<file path="src/rtl/instr_encode_loader.sv">
// Boot-time loader: encodes symbolic LW/SW/R/BEQ fields into RV32I words and writes them to imem.
// Latency: fields accepted on edge N appear as imem_we/addr/wdata during cycle N+1; one word per 2 cycles.
// Backpressure: in_ready is high only in LOAD; WRITE and DONE stall the host until the write or a restart.
module instr_encode_loader #(
    parameter int ADDR_WIDTH = 6,
    parameter int BASE_ADDR  = 0
) (
    input  logic                  clk,
    input  logic                  rst,
    input  logic                  in_valid,
    output logic                  in_ready,
    input  logic [1:0]            in_kind,
    input  logic [2:0]            in_func3,
    input  logic [6:0]            in_func7,
    input  logic [4:0]            in_rd,
    input  logic [4:0]            in_rs1,
    input  logic [4:0]            in_rs2,
    input  logic [12:0]           in_imm,
    input  logic                  in_last,
    input  logic                  restart,
    output logic                  imem_we,
    output logic [ADDR_WIDTH-1:0] imem_addr,
    output logic [31:0]           imem_wdata,
    output logic [ADDR_WIDTH:0]   count,
    output logic                  done,
    output logic                  error
);

    typedef enum logic [1:0] {
        S_LOAD  = 2'd0,
        S_WRITE = 2'd1,
        S_DONE  = 2'd2
    } state_t;

    localparam logic [1:0] KIND_LW  = 2'b00;
    localparam logic [1:0] KIND_SW  = 2'b01;
    localparam logic [1:0] KIND_R   = 2'b10;
    localparam logic [1:0] KIND_BEQ = 2'b11;

    localparam logic [ADDR_WIDTH-1:0] BASE     = BASE_ADDR[ADDR_WIDTH-1:0];
    localparam logic [ADDR_WIDTH-1:0] ADDR_ONE = ADDR_WIDTH'(1);
    localparam logic [ADDR_WIDTH:0]   CNT_ONE  = (ADDR_WIDTH + 1)'(1);
    // count value just before the memory is full: the write seen here is the last one that fits
    localparam logic [ADDR_WIDTH:0]   CNT_LAST = {1'b0, {ADDR_WIDTH{1'b1}}};

    state_t      state_q;
    state_t      state_d;
    logic        last_q;
    logic        accept;
    logic        at_capacity;
    logic [31:0] enc_word;
    logic        enc_err;

    assign accept      = in_valid && in_ready;
    assign at_capacity = (count == CNT_LAST);

    // Encode the presented fields; enc_err flags an immediate that cannot be represented
    always_comb begin
        enc_word = 32'd0;
        enc_err  = 1'b0;
        case (in_kind)
            KIND_LW: begin
                enc_word = {in_imm[11:0], in_rs1, 3'b010, in_rd, 7'b0000011};
                enc_err  = (in_imm[12] != in_imm[11]);
            end
            KIND_SW: begin
                enc_word = {in_imm[11:5], in_rs2, in_rs1, 3'b010, in_imm[4:0], 7'b0100011};
                enc_err  = (in_imm[12] != in_imm[11]);
            end
            KIND_R: begin
                enc_word = {in_func7, in_rs2, in_rs1, in_func3, in_rd, 7'b0110011};
            end
            KIND_BEQ: begin
                enc_word = {in_imm[12], in_imm[10:5], in_rs2, in_rs1, 3'b000,
                            in_imm[4:1], in_imm[11], 7'b1100011};
                enc_err  = in_imm[0];
            end
            default: begin
                enc_word = 32'd0;
                enc_err  = 1'b0;
            end
        endcase
    end

    // State register; async reset drops a pending write strobe immediately
    always_ff @(posedge clk or posedge rst) begin
        if (rst) begin
            state_q <= S_LOAD;
        end else begin
            state_q <= state_d;
        end
    end

    // Next-state and handshake/strobe outputs, all decoded from the current state
    always_comb begin
        state_d  = state_q;
        in_ready = 1'b0;
        imem_we  = 1'b0;
        done     = 1'b0;
        case (state_q)
            S_LOAD: begin
                in_ready = 1'b1;
                if (accept) begin
                    state_d = S_WRITE;
                end
            end
            S_WRITE: begin
                imem_we = 1'b1;
                if (last_q || at_capacity) begin
                    state_d = S_DONE;
                end else begin
                    state_d = S_LOAD;
                end
            end
            S_DONE: begin
                done = 1'b1;
                if (restart) begin
                    state_d = S_LOAD;
                end
            end
            default: begin
                state_d = S_LOAD;
            end
        endcase
    end

    // Datapath: capture the word on accept, advance address/count on the write edge
    always_ff @(posedge clk or posedge rst) begin
        if (rst) begin
            imem_addr  <= BASE;
            imem_wdata <= 32'd0;
            count      <= '0;
            error      <= 1'b0;
            last_q     <= 1'b0;
        end else begin
            case (state_q)
                S_LOAD: begin
                    if (accept) begin
                        imem_wdata <= enc_word;
                        last_q     <= in_last;
                        if (enc_err) begin
                            error <= 1'b1;
                        end
                    end
                end
                S_WRITE: begin
                    count <= count + CNT_ONE;
                    // hold the address on the final slot so it never wraps
                    if (!at_capacity) begin
                        imem_addr <= imem_addr + ADDR_ONE;
                    end else if (!last_q) begin
                        error <= 1'b1;
                    end
                end
                S_DONE: begin
                    if (restart) begin
                        imem_addr <= BASE;
                        count     <= '0;
                        error     <= 1'b0;
                    end
                end
                default: begin
                    last_q <= 1'b0;
                end
            endcase
        end
    end

endmodule

</file>
<file path="config.mk">
export PLATFORM = sky130hd
export DESIGN_NAME = instr_encode_loader
export DESIGN_NICKNAME = d
export VERILOG_FILES = /design/src/rtl/instr_encode_loader.sv
export SDC_FILE = /design/constraint.sdc
export NUM_CORES = 1
export LEC_CHECK = 0
export BUFFER_PORTS_ARGS = -buffer_cell sky130_fd_sc_hd__buf_2
export CAP_MARGIN = 20
export CORE_AREA = 2 2 84 86
export DETAILED_ROUTE_END_ITERATION = 12
export DIE_AREA = 0 0 86 88
export RECOVER_POWER = 100
export SLEW_MARGIN = 20
export SYNTH_ARGS = -nofsm -noshare
export SYNTH_HDL_FRONTEND = slang
export SYNTH_SLANG_ARGS = --single-unit
</file>
<file path="constraint.sdc">
create_clock -name clk -period 1.85 [get_ports clk]
set_input_delay 0.2775 -clock clk [delete_from_list [all_inputs] [get_ports clk]]
set_output_delay 0.2775 -clock clk [all_outputs]
set_load 0.05 [all_outputs]
</file>
==> run metrics <==
first-pass GRT wire length 8921 um; crit path buf inv count 3; Layout Nets 372; number of global-route vias before repair 1,958; M2 GR Usage 0.2389; Synth top cells by count dfrtp_1, nand2_1, o21ai_0; CP max stage cell dfrtp_1; crit-path cells inv_1 > ha_2 > buf_4 > clkbuf_4; Initial Util 0.3431; Cell Area, Synth 0.002280 mm2; num ports 94; post-route ant nets 0; reg2reg end imem_addr[5]; CP Capture Type output port; Top Family by Delay on Critical Path buffers and inverters; Fill cells 670; global route overflow 0; DR vias/cell 4.779; reg2reg start state_q[1]; cell taking the most area after synthesis dfrtp_1; synth top area cells dfrtp_1, mux2i_1, o21ai_0; max-cap viol count 0; H-tree Lvls 2; Finish-stage setup viols 0; Max Fanout on Critical Path 13; wire per inst 12.97 um; count leader, synth dfrtp_1; worst slew pin tran 916.3 ps; Pleak 1.345 nW; WS Path Type register to output port; skew final 6.983 ps; fin crit share 0.9394; Synth Area per Inst 10.04 um2; Yosys reg bits 46; crit path DAT 1460 ps; PortBufs 91; max incr delay on CP 400 ps; Startpoint Class register; Req. time, crit path 1570 ps; Diodes inserted 0; post-synthesis cell type count 37; Slew Limit Fails 0; Area growth syn-to-layout 28.38%; GR peak layer met2; clock slew at reported path FFs 90 ps; RSZ-0062 raised after global routing no; cells after synthesis 227; core area 0.006644 mm2; later-pin clock latency in the skew report 300 ps; worst hold margin 166.9 ps; initial antenna violation count 0; asr flop ratio synth 1.000; met1 Use GR 0.1854; post-synthesis sequential area ratio 0.5049; FMAX 575.4 MHz; clk sinks 46; CTS Buffer Depth 2; R2R setup slack 120 ps; cts-stage hold buffer count 0; setup_tns 0 ps; worst reg2reg path depth 6; Rel. slew slack 0.3884; Fin. Hold Viols 0; final wirelength 5215 um; die height 88 um; area share of the largest cell type after synthesis 0.5049; row count 30; status finished clean; Vias 1,921; Initial DRC Count 69; CTS root buf clkbuf_8; Die W 86 um; EDFF count, synth 0; fin crit period 1738 ps; worst min path class input port to async pin; met3 usage 0.05372; Post-DP HPWL 4019 um; maximum VDD drop 915.5 uV; largest net degree at the start of global routing 35; routability cong. 0.7672; DRC errors left 0; Main synth FF type dfrtp_1; CTS tree built; number of warnings issued by yosys 0; die area 0.007568 mm2; GR Util All Layers 0.1476; Num CTS Buffers 5; post-CTS setup buffer count 0; share of layout cells above drive strength 1 0.2360; P per Cell Area 2054 mW/mm2; drt pass-1 iters 4
## registers in the layout, summed over array words and instances, names as in the netlist
name / flops
state_q: 2
count: 7
error: 1
last_q: 1
imem_wdata: 29
imem_addr: 6
## worst reg2reg max path: cells and delay by family (launching register included)
family | cells | cell delay [ps]
AND/OR/NAND/NOR | 2 | 570
flip-flops | 1 | 410
adder cells (fa/ha/maj) | 1 | 260
multiplexers | 1 | 190
buffers and inverters | 1 | 120
AO/OA/AOI/OAI | 1 | 110
## cells in the final DEF (no fill, tap or decap), types with 5 or more instances in the layout
cell type   n
o21ai_0    33
nand3_1     8
mux2_2      8
mux2i_1    19
dfrtp_1    44
inv_1      10
nand2_1    36
clkbuf_8    5
buf_2      44
nor2_1      8
clkbuf_1   48
## worst max path at each step
stage                          start        endpoint  slack [ps]  cells past startpoint
after floorplan             count[0]           error          40                      5
final                     state_q[0]            done         110                      4
after global routing      state_q[1]  imem_wdata[27]           9                      6
after detailed placement  state_q[1]    imem_addr[4]         160                      6
after global placement      count[0]           error         210                      5
after CTS                 state_q[0]            done          70                      4
## cell type report
class / instances / area, um2 / area share
well taps: 80 / 100.1 / 0.03420
repair buffers: 99 / 476.7 / 0.1629
clock inverters: 2 / 37.54 / 0.01283
clock buffers: 6 / 72.57 / 0.02480
flip-flops and latches: 46 / 1154 / 0.3942
inverters: 10 / 37.54 / 0.01283
multi-input cells: 159 / 1049 / 0.3583
## layer usage
metal / wire length [um] / vias to the layer above
li1: - / 972
met1: 2318 / 880
met2: 2443 / 62
met3: 379 / 7
met4: 72 / 0
met5: 0 / -
## stage by stage
stage / cells / power, mW / cell area, um2 / setup slack, ps / utilization
2_1_floorplan: 228 / 4.507 / 2293 / 38.42 / -
3_3_place_gp: 394 / 5.349 / 2869 / 206.9 / 0.4318
3_5_place_dp: 394 / 5.402 / 2869 / 156.6 / 0.4318
4_1_cts: 402 / 6.176 / 2979 / 71.98 / 0.4484
5_1_grt: 402 / 6.449 / 2927 / 9.337 / 0.4405
6_report: 402 / 6.010 / 2927 / 112.2 / 0.4405
## kinds of logic after synthesis
kind of cell,Yosys count,share of synthesized area
buffers and inverters,23,0.04501
AO/OA/AOI/OAI,54,0.1427
AND/OR/NAND/NOR,68,0.1411
flip-flops,46,0.5049
other,1,0.001645
multiplexers,28,0.1279
adder cells (fa/ha/maj),6,0.03293
XOR/XNOR,1,0.003843
## power breakdown
group          total [mW]  switching, mW  leakage, nW  internal [mW]
sequential           1.76          0.306        0.540           1.46
clock               0.745          0.342       0.0514          0.403
combinational        3.50           2.59        0.753          0.915
total                6.01           3.23         1.34           2.78
## timing repair
item                                   CTS  global route
gates resized for setup                  0             3
endpoints found under the hold margin    0             0
setup endpoints to repair                0             4
(Power assumes the default switching activity.)
